==> src/rtl/fetch_pkg.sv <==
// Shared definitions for the program fetch controller: state encoding,
// PC increment, prefetch buffer depth and the redirect-target legality test.
package fetch_pkg;

  typedef enum logic [1:0] {
    ST_IDLE  = 2'd0,
    ST_RUN   = 2'd1,
    ST_DONE  = 2'd2,
    ST_ERROR = 2'd3
  } fetch_state_e;

  localparam int PC_STEP    = 4;
  localparam int FIFO_DEPTH = 2;

  // A target is legal when word aligned and inside the program memory.
  function automatic logic is_legal_target(input logic [31:0] tgt, input int unsigned depth);
    return (tgt[1:0] == 2'b00) && ((tgt >> 2) < depth);
  endfunction

endpackage

==> src/rtl/program_fetch_ctrl_if.sv <==
// Fetch controller bundle: start/redirect control, ROM port, instruction stream and status.
// master is the controller side, slave is the surrounding environment.
interface program_fetch_ctrl_if #(
  parameter int MEMORY_DEPTH = 32,
  parameter int DATA_WIDTH   = 32
);

  logic                            start_i;
  logic                            redirect_i;
  logic [31:0]                     redirect_pc_i;
  logic [$clog2(MEMORY_DEPTH)-1:0] rom_addr_o;
  logic [DATA_WIDTH-1:0]           rom_data_i;
  logic [DATA_WIDTH-1:0]           instr_o;
  logic [31:0]                     pc_o;
  logic                            instr_valid_o;
  logic                            instr_ready_i;
  logic                            busy_o;
  logic                            addr_err_o;

  modport master (
    input  start_i, redirect_i, redirect_pc_i, rom_data_i, instr_ready_i,
    output rom_addr_o, instr_o, pc_o, instr_valid_o, busy_o, addr_err_o
  );

  modport slave (
    output start_i, redirect_i, redirect_pc_i, rom_data_i, instr_ready_i,
    input  rom_addr_o, instr_o, pc_o, instr_valid_o, busy_o, addr_err_o
  );

endinterface

==> src/rtl/fetch_fifo2.sv <==
// Two-entry {pc, instr} buffer with flush; head is visible the cycle after a push.
// A push into a full buffer is accepted only together with a pop; flush beats push.
module fetch_fifo2
  import fetch_pkg::*;
#(
  parameter int W = 64
) (
  input  logic         clk,
  input  logic         reset,
  input  logic         flush,
  input  logic         push,
  input  logic [W-1:0] push_dat,
  input  logic         pop,
  output logic [W-1:0] head_dat,
  output logic         full,
  output logic         empty,
  output logic [1:0]   count
);

  logic [W-1:0] mem_q [FIFO_DEPTH];
  logic [W-1:0] mem_d [FIFO_DEPTH];
  logic         wr_ptr_q, wr_ptr_d;
  logic         rd_ptr_q, rd_ptr_d;
  logic [1:0]   count_q, count_d;
  logic         do_push, do_pop;

  always_comb begin
    do_pop   = pop && (count_q != 2'd0);
    do_push  = push && ((count_q != 2'(FIFO_DEPTH)) || do_pop);
    mem_d    = mem_q;
    wr_ptr_d = wr_ptr_q;
    rd_ptr_d = rd_ptr_q;
    count_d  = count_q;
    if (flush) begin
      wr_ptr_d = 1'b0;
      rd_ptr_d = 1'b0;
      count_d  = 2'd0;
    end else begin
      if (do_push) begin
        mem_d[wr_ptr_q] = push_dat;
        wr_ptr_d        = ~wr_ptr_q;
      end
      if (do_pop) begin
        rd_ptr_d = ~rd_ptr_q;
      end
      count_d = count_q + {1'b0, do_push} - {1'b0, do_pop};
    end
  end

  always_ff @(posedge clk) begin
    if (reset) begin
      for (int i = 0; i < FIFO_DEPTH; i++) begin
        mem_q[i] <= '0;
      end
      wr_ptr_q <= 1'b0;
      rd_ptr_q <= 1'b0;
      count_q  <= 2'd0;
    end else begin
      mem_q    <= mem_d;
      wr_ptr_q <= wr_ptr_d;
      rd_ptr_q <= rd_ptr_d;
      count_q  <= count_d;
    end
  end

  assign head_dat = mem_q[rd_ptr_q];
  assign full     = (count_q == 2'(FIFO_DEPTH));
  assign empty    = (count_q == 2'd0);
  assign count    = count_q;

endmodule

==> src/rtl/program_fetch_ctrl.sv <==
// Prefetching fetch controller: start/redirect to first valid instruction is 2 cycles, 1 instr/cycle streaming.
// instr_ready_i low stalls issue once buffered plus in-flight reads reach two; outputs hold while stalled.
module program_fetch_ctrl
  import fetch_pkg::*;
#(
  parameter int          MEMORY_DEPTH = 32,
  parameter int          DATA_WIDTH   = 32,
  parameter logic [31:0] RESET_PC     = 32'h0
) (
  input  logic                 clk,
  input  logic                 reset,
  program_fetch_ctrl_if.master bus
);

  localparam int AW = $clog2(MEMORY_DEPTH);

  typedef struct packed {
    logic [31:0]           pc;
    logic [DATA_WIDTH-1:0] instr;
  } entry_t;

  fetch_state_e state_q, state_d;
  logic [31:0]  pc_q, pc_d;
  logic [31:0]  ret_pc_q, ret_pc_d;
  logic         inflight_q, inflight_d;
  logic         kill_q, kill_d;
  logic         addr_err_q, addr_err_d;

  entry_t       fifo_head, fifo_in;
  logic         fifo_full, fifo_empty, fifo_push, fifo_pop;
  logic [1:0]   fifo_count;

  logic         ret_live, bypass, instr_valid, pop;
  logic         flush, redirect_ok, issue, last_word;
  logic [2:0]   occ_sum;

  // A returning read is shown straight from the ROM when the buffer is empty,
  // which is what makes the first instruction valid two cycles after start.
  always_comb begin
    ret_live       = inflight_q && !kill_q && (state_q != ST_ERROR);
    flush          = bus.redirect_i && ((state_q == ST_RUN) || (state_q == ST_DONE));
    redirect_ok    = flush && is_legal_target(bus.redirect_pc_i, MEMORY_DEPTH);
    bypass         = fifo_empty && ret_live;
    instr_valid    = !fifo_empty || ret_live;
    pop            = instr_valid && bus.instr_ready_i;
    fifo_pop       = pop && !fifo_empty;
    fifo_push      = ret_live && !(bypass && pop) && (!fifo_full || fifo_pop);
    fifo_in.pc     = ret_pc_q;
    fifo_in.instr  = bus.rom_data_i;
    occ_sum        = {1'b0, fifo_count} + {2'b00, ret_live};
    issue          = (state_q == ST_RUN) && (occ_sum < (3'(FIFO_DEPTH) + {2'b00, pop}));
    last_word      = (pc_q >> 2) == 32'(MEMORY_DEPTH - 1);
  end

  always_comb begin
    state_d    = state_q;
    pc_d       = pc_q;
    addr_err_d = addr_err_q;
    inflight_d = issue;
    kill_d     = issue && flush;
    ret_pc_d   = issue ? pc_q : ret_pc_q;
    unique case (state_q)
      ST_IDLE: begin
        if (bus.start_i) begin
          state_d = ST_RUN;
          pc_d    = RESET_PC;
        end
      end
      ST_RUN, ST_DONE: begin
        if (flush && !redirect_ok) begin
          state_d    = ST_ERROR;
          addr_err_d = 1'b1;
        end else if (redirect_ok) begin
          state_d = ST_RUN;
          pc_d    = bus.redirect_pc_i;
        end else if (issue) begin
          pc_d = pc_q + 32'(PC_STEP);
          if (last_word) begin
            state_d = ST_DONE;
          end
        end
      end
      default: begin
        state_d = state_q;
      end
    endcase
  end

  always_ff @(posedge clk) begin
    if (reset) begin
      state_q    <= ST_IDLE;
      pc_q       <= RESET_PC;
      ret_pc_q   <= 32'h0;
      inflight_q <= 1'b0;
      kill_q     <= 1'b0;
      addr_err_q <= 1'b0;
    end else begin
      state_q    <= state_d;
      pc_q       <= pc_d;
      ret_pc_q   <= ret_pc_d;
      inflight_q <= inflight_d;
      kill_q     <= kill_d;
      addr_err_q <= addr_err_d;
    end
  end

  fetch_fifo2 #(
    .W($bits(entry_t))
  ) u_fifo (
    .clk      (clk),
    .reset    (reset),
    .flush    (flush),
    .push     (fifo_push),
    .push_dat (fifo_in),
    .pop      (fifo_pop),
    .head_dat (fifo_head),
    .full     (fifo_full),
    .empty    (fifo_empty),
    .count    (fifo_count)
  );

  assign bus.rom_addr_o    = pc_q[AW+1:2];
  assign bus.instr_valid_o = instr_valid;
  assign bus.instr_o       = bypass ? bus.rom_data_i : fifo_head.instr;
  assign bus.pc_o          = bypass ? ret_pc_q : fifo_head.pc;
  assign bus.busy_o        = (state_q == ST_RUN) || ret_live || !fifo_empty;
  assign bus.addr_err_o    = addr_err_q;

endmodule

==> src/flat_wrapper.sv <==
// flat-port wrapper written by rule: the top's interface ports become plain ports
module program_fetch_ctrl_flat import fetch_pkg::*;
#(
  parameter int          MEMORY_DEPTH = 32,
  parameter int          DATA_WIDTH   = 32,
  parameter logic [31:0] RESET_PC     = 32'h0
)
  (clk, reset, bus_start_i, bus_redirect_i, bus_redirect_pc_i, bus_rom_data_i, bus_instr_ready_i, bus_rom_addr_o, bus_instr_o, bus_pc_o, bus_instr_valid_o, bus_busy_o, bus_addr_err_o);
  program_fetch_ctrl_if #(.MEMORY_DEPTH(MEMORY_DEPTH), .DATA_WIDTH(DATA_WIDTH)) bus_i ();
  input  logic clk;
  input  logic reset;
  input wire logic [$bits(bus_i.start_i)-1:0] bus_start_i;
  input wire logic [$bits(bus_i.redirect_i)-1:0] bus_redirect_i;
  input wire logic [$bits(bus_i.redirect_pc_i)-1:0] bus_redirect_pc_i;
  input wire logic [$bits(bus_i.rom_data_i)-1:0] bus_rom_data_i;
  input wire logic [$bits(bus_i.instr_ready_i)-1:0] bus_instr_ready_i;
  output wire logic [$bits(bus_i.rom_addr_o)-1:0] bus_rom_addr_o;
  output wire logic [$bits(bus_i.instr_o)-1:0] bus_instr_o;
  output wire logic [$bits(bus_i.pc_o)-1:0] bus_pc_o;
  output wire logic [$bits(bus_i.instr_valid_o)-1:0] bus_instr_valid_o;
  output wire logic [$bits(bus_i.busy_o)-1:0] bus_busy_o;
  output wire logic [$bits(bus_i.addr_err_o)-1:0] bus_addr_err_o;
  assign bus_i.start_i = bus_start_i;
  assign bus_i.redirect_i = bus_redirect_i;
  assign bus_i.redirect_pc_i = bus_redirect_pc_i;
  assign bus_i.rom_data_i = bus_rom_data_i;
  assign bus_i.instr_ready_i = bus_instr_ready_i;
  assign bus_rom_addr_o = bus_i.rom_addr_o;
  assign bus_instr_o = bus_i.instr_o;
  assign bus_pc_o = bus_i.pc_o;
  assign bus_instr_valid_o = bus_i.instr_valid_o;
  assign bus_busy_o = bus_i.busy_o;
  assign bus_addr_err_o = bus_i.addr_err_o;
  program_fetch_ctrl #(.MEMORY_DEPTH(MEMORY_DEPTH), .DATA_WIDTH(DATA_WIDTH), .RESET_PC(RESET_PC)) u_core (.clk(clk), .reset(reset), .bus(bus_i));
endmodule
==> config.mk <==
export PLATFORM = sky130hd
export DESIGN_NAME = program_fetch_ctrl_flat
export DESIGN_NICKNAME = d
export VERILOG_FILES = /design/src/rtl/fetch_pkg.sv /design/src/rtl/program_fetch_ctrl_if.sv /design/src/rtl/fetch_fifo2.sv /design/src/rtl/program_fetch_ctrl.sv /design/src/flat_wrapper.sv
export SDC_FILE = /design/constraint.sdc
export NUM_CORES = 1
export LEC_CHECK = 0
export CAP_MARGIN = 10
export CORE_MARGIN = 10
export CORE_UTILIZATION = 49
export CTS_CLUSTER_SIZE = 8
export DETAILED_ROUTE_END_ITERATION = 16
export PLACE_DENSITY = 0.77
export SYNTH_ARGS = -nofsm -noshare
export SYNTH_HDL_FRONTEND = slang
export SYNTH_SLANG_ARGS = --single-unit
==> constraint.sdc <==
create_clock -name clk -period 2.6 [get_ports clk]
set_input_delay 0.26 -clock clk [delete_from_list [all_inputs] [get_ports clk]]
set_output_delay 0.26 -clock clk [all_outputs]
set_load 0.05 [all_outputs]
======== Word level (Yosys, flattened, before mapping) ========
Cells that the tools add are included.
storage, ports and cells
  flip-flop bits (word level) ............. 201
  bits of input ports ..................... 69
  output and inout port bits .............. 72
  logic and storage cells ................. 95
operators by class
  add/subtract/negate cells ............... 5
  order comparisons ....................... 5
  equality and inequality tests ........... 11
  mux-type cells .......................... 19
  bitwise operators ....................... 5
  reductions and logical operators ........ 39
operators by type and width
  operator                 count
  $mux W64                 4
  $mux W32                 6
  $bwmux W128              1
  $demux W64 S1            1
  $pmux W32 S2             1
  $add A32 B3 Y32 const B  1
  $eq A30 B5 Y1 const B    1
  $lt A30 B6 Y1 const B    1
  $logic_and A1 B1 Y1      17
  $mux W2                  5
  $ne A2 B2 Y1 const B     4
  $ne A4 B1 Y1 const B     2
  $reduce_and A4 Y1        2
  $logic_not A2 Y1         3
  $logic_or A1 B1 Y1       6
  $logic_not A1 Y1         5
  $eq A2 B2 Y1 const B     2
  $ge A2 B2 Y1 const B     2
  $not A1 Y2               2
  $pmux W2 S2              1
  $reduce_and A2 Y1        2
  $reduce_bool A2 Y1       2
  $reduce_or A2 Y1         2
  $add A2 B1 Y3            1
  other kinds (8)          10

======== Longest topological paths before layout ========
  depth after elaboration ................. 12
  gate-level depth with buffers ........... 12
  depth with buffers taken out ............ 11

======== Cells and area by module ========
A second synthesis with hierarchy kept.
unflattened totals
  cell total of the unflattened synthesis .. 1085
  area total of the unflattened synthesis .. 10313.6 µm²
modules (own cells, without submodules)
  module              times used  cells an instance  area an instance (µm²)  sequential area each (µm²)
  fetch_fifo2         1           582                6257.3                  2642.5
  program_fetch_ctrl  1           503                4056.4                  1381.3

======== Worst setup path after synthesis ========
OpenSTA, ideal clock, no wires.
  path type ............................... register -> register
  start point ............................. register u_core.state_q[0]
  end point ............................... register u_core.pc_q[2]
  library setup time ...................... 91 ps
  arrival time ............................ 2630 ps
  data required time ...................... 2509 ps
  path slack .............................. -121 ps
  stages on the path, launching flop included .. 13
  buffers on the path ..................... 1
  period minus slack after synthesis ...... 2721 ps
  path through ............................ dfxtp_1 ha_1 or3b_4 inv_2 ha_1 ha_1 nor3b_1 a221oi_4 o21a_2 and2_1 buf_2 nor2_1 a311oi_1
on the way
  word-level cells in the longest chain between the ends .. 9
  elaborated cells between the ends (all ways) .. 25
  those cells by class .................... 2 x add/sub; 1 x order compare; 6 x eq/ne; 3 x mux; 13 x reduce/logical
RTL lines
  item                                line                      text
  from (decl)                         program_fetch_ctrl.sv:22  fetch_state_e state_q, state_d;
  from (signal assigned)              program_fetch_ctrl.sv:98  state_q <= state_d;
  $ne A2 B2 Y1                        program_fetch_ctrl.sv:40  ret_live = inflight_q && !kill_q && (state_q != ST_ERROR);
  $logic_and A1 B1 Y1                 program_fetch_ctrl.sv:40
  $logic_or A1 B1 Y1                  program_fetch_ctrl.sv:44  instr_valid = !fifo_empty || ret_live;
  $logic_and A1 B1 Y1                 program_fetch_ctrl.sv:45  pop = instr_valid && bus.instr_ready_i;
  $add A2 B1 Y3                       program_fetch_ctrl.sv:51  issue = (state_q == ST_RUN) && (occ_sum < (3'(FIFO_DEPTH) + {2'b00, pop}));
  $lt A3 B3 Y1                        program_fetch_ctrl.sv:51
  $logic_and A1 B1 Y1                 program_fetch_ctrl.sv:51
  $ne A3 B1 Y1 (no source line)       n/a
  $reduce_and A4 Y1 (no source line)  n/a
  to (signal assigned)                program_fetch_ctrl.sv:99  pc_q <= pc_d;
  to (decl)                           program_fetch_ctrl.sv:23  logic [31:0] pc_q, pc_d;
Parallel ways exist; a longest one is shown, timed or not. The select of a mux whose other input is x is not followed.
A chain may end at the register's enable or synchronous reset.

======== Final worst setup path ========
  start point ............................. register u_core.state_q[1]
  end point ............................... output bus_pc_o[8]
on the way
  word-level cells in the longest chain between the ends .. 4
RTL lines
  item                 line                       text
  $ne A2 B2 Y1         program_fetch_ctrl.sv:40
  $logic_and A1 B1 Y1  program_fetch_ctrl.sv:40
  $logic_and A1 B1 Y1  program_fetch_ctrl.sv:43   bypass = fifo_empty && ret_live;
  $mux W32             program_fetch_ctrl.sv:125  assign bus.pc_o = bypass ? ret_pc_q : fifo_head.pc;
  to (decl)            flat_wrapper.sv:19         output wire logic [$bits(bus_i.pc_o)-1:0] bus_pc_o;
Every way passes these cells.

==> impl_metrics.csv <==
group,metric,value,unit
outcome,status,"complete, but fails checks",
outcome,failed_checks,"setup timing",
floorplanning,io_pins,141,
route,first_pass_iters,6,
power_and_ir_drop,p_sw,6.16,mW
global_routing,antenna_found_initial,0,
floorplanning,fp.dieW,157,um
cells_and_area,stdcell_area,13800,um2
route,drt_wl_total,32100,um
logic_synthesis,synth.area.top_cells,"dfxtp_1 (44%), nand2_1 (14%), a21oi_1 (13%), mux2i_1 (7.0%), nor2_1 (3.7%)",
logic_synthesis,synthArstFlopShare,0,%
critical_path,start_kind,"flip-flop",
clock_network,clkTransAtPathRegs,0.05,ns
logic_synthesis,synth_seq_cells,201,
global_routing,grt_use_total,22.3,%
clock_network,cts_buffer_depth,3,
cells_and_area,antenna_cells,0,
timing,hold_violations,0,
placement,dpl.hpwl,16900,um
critical_path,cp-end-kind,"output port",
timing,worst_slew_pin_slew,0.674,ns
timing,slew_violations,0,
floorplanning,die-area,24500,um2
cells_and_area,nets,1451,
floorplanning,initial_core_util,50.4,%
logic_synthesis,yosysUniqueCellTypes,49,
critical_path,critPathMaxFanout,6,
run,drv_cap,0,
floorplanning,core_area,18100,um2
placement,globalplace.congestion,0.954,
logic_synthesis,yosys-top-cells-count,"nand2_1 (339), a21oi_1 (243), dfxtp_1 (201)",
logic_synthesis,synth.largest_area_cell,"dfxtp_1",
hold_path,hp-class,"input port to flip-flop",
logic_synthesis,syn-instance-count,1222,
floorplanning,row_count,49,
timing,period_share,103,%
power_and_ir_drop,p_leak,4.69,nW
logic_synthesis,ys.flop_type,"dfxtp_1",
route,ant_nets,0,
clock_network,htreeDepth,1,
logic_synthesis,avgSynthCellArea,7.48,um2
placement,place_area,11600,um2
power_and_ir_drop,intPower,8.79,mW
cells_and_area,drive_above_1_share,23.7,%
logic_synthesis,ys_warn_count,0,
logic_synthesis,synth_nets,1299,
placement,dpl.cell_count,1541,
power_and_ir_drop,power,15.0,mW
floorplanning,die_y,157,um
clock_network,cts_num_sinks,201,
power_and_ir_drop,vdd_drop_max,628,uV
power_and_ir_drop,p_per_area,1080,nW/um2
route,drt_iter0_markers,965,
timing,holdWs,0.156,ns
route,vias,9665,
global_routing,grt_max_degree,145,
cells_and_area,syn_to_final_growth,51.1,%
global_routing,grt_pass1_vias,9067,
route,routedWlPerCell,20.0,um
placement,pre_cts_ws,-0.0483,ns
power_and_ir_drop,clkPwrFrac,21.6,%
critical_path,setup.worst_path.class,"flip-flop to output port",
timing,setup_viol,100,
timing,period_needed,2.68,ns
timing,worst_slack,-0.0833,ns
critical_path,arrival,2.42,ns
route,viasPerCell,6.02,
clock_network,cts_tree,"yes",
logic_synthesis,synth_top_area_share,44.0,%
cells_and_area,n_fill_cell,1174,
power_and_ir_drop,p_comb_share,55.7,%
timing,fmaxAchievable,373,MHz
cells_and_area,final_cells,1605,
clock_network,clk_latency,0.53,ns
global_routing,gr-total-overflow,0,
timing,skew,0.0125,ns
logic_synthesis,synth_area,9140,um2
timing,rsz0062_at_grt,"true",
clock_network,cts-root-buf,"clkbuf_16",
global_routing,grt_pass1_wl,45700,um
power_and_ir_drop,p_sw_share,41.2,%
route,drc,0,
placement,io_buffers,140,
critical_path,cp_data_required_time,2.34,ns
logic_synthesis,synth-edff-count,0,
timing,relSlewSlack,55.1,%
clock_network,cts_hold_buf,0,
logic_synthesis,yosysSeqAreaShare,44.0,%
power_and_ir_drop,p_seq_share,22.7,%
clock_network,cts_buffers,29,
logic_synthesis,yosysMostFrequentCell,"nand2_1",
## area by class of cell
class	count	area (um2)	area share [%]
clock buffers	31	733	5.31
multi-input cells	917	5620	40.7
inverters	16	62.6	0.453
repair buffers	209	3060	22.2
clock inverters	2	17.5	0.127
well taps	229	287	2.08
flip-flops and latches	201	4030	29.2
## per-layer routing
layer | GRT usage (%) | up-vias | share of wire, %
met4 | 6.38 | 0 | 3.0
met3 | 4.33 | 118 | 8.1
met2 | 39.4 | 489 | 50
li1 | - | 4444 | -
met1 | 26.8 | 4614 | 38
met5 | 0 | - | 0
## power groups by stage
| stage | Clock [mW] | Sequential [mW] | Combinational [mW] |
|---|---|---|---|
| CTS | 3.23 | 3.38 | 7.22 |
| global placement | 0 | 3.43 | 6.43 |
| finish | 3.23 | 3.39 | 8.33 |
| detailed placement | 0 | 3.43 | 6.49 |
| floorplan | 0 | 3.37 | 3.62 |
| global route | 3.37 | 3.40 | 8.64 |
## worst max-delay path, stage by stage (launching register included)
cell and delay (ns):
dfxtp_2 0.31, ha_2 0.17, or3b_4 0.38, inv_4 0.08, buf_8 0.17, nand2_8 0.13
clkbuf_16 0.26, nor2_1 0.15, a21oi_2 0.08, buf_12 0.16
## registers in the layout, summed over array words and instances, names as in the netlist
name / count
u_core.bus.addr_err_o: 1
u_core.inflight_q: 1
u_core.kill_q: 1
u_core.pc_q: 32
u_core.ret_pc_q: 32
u_core.state_q: 2
u_core.u_fifo.count: 2
u_core.u_fifo.mem_q: 128
u_core.u_fifo.rd_ptr_q: 1
u_core.u_fifo.wr_ptr_q: 1
## repair_timing
action,CTS,global route
gates cloned,7,15
pin swaps,5,12
gates resized for setup,87,125
setup buffers,7,3
endpoints found under the setup margin,67,154
## worst paths after layout
| path | from | to | slack [ns] | cells after the start |
|---|---|---|---|---|
| max reg2reg | u_core.state_q[1]$_SDFFE_PP0P_ | u_core.u_fifo.mem_q[103]$_SDFFE_PP0P_ | -0.05 | 10 |
| min | reset | u_core.pc_q[5]$_SDFFE_PP0P_ | 0.16 | 2 |
| max | u_core.state_q[1]$_SDFFE_PP0P_ | bus_pc_o[8] | -0.08 | 9 |
| min reg2reg | u_core.u_fifo.mem_q[12]$_SDFFE_PP0P_ | u_core.u_fifo.mem_q[12]$_SDFFE_PP0P_ | 0.45 | 2 |
## per-stage QoR
step | util [%] | TNS, ns
after global placement | 64.0 | 0
after detailed placement | 64.0 | -0.195
after global routing | 76.1 | -13.32
after CTS | 71.2 | -0.0110
after floorplan | - | -0.939
final | 76.1 | -2.04
## placed cells by master (no fill, tap or decap), types with 10 or more instances in the layout
cell and n:
nor2_2 28, nand2_1 335, mux2i_1 64, nor4_1 11
a21oi_2 31, nor2_1 46, nand3_1 14, a21oi_1 173
and3_1 10, nand4_1 10, buf_12 75, o21ai_1 27
dfxtp_1 198, a21oi_4 39, clkbuf_16 39, inv_1 15
nor2_4 17, buf_6 10, buf_4 31, clkdlybuf4s50_1 73
## cells by family after synthesis
logic type / share of synthesized area, %
simple gates: 23.6
flops: 44.0
xor+xnor: 0.671
compound gates: 18.1
fa+ha+maj: 1.10
buf+inv: 4.94
mux: 7.50
No activity file was read; power rests on OpenSTA's default activity.
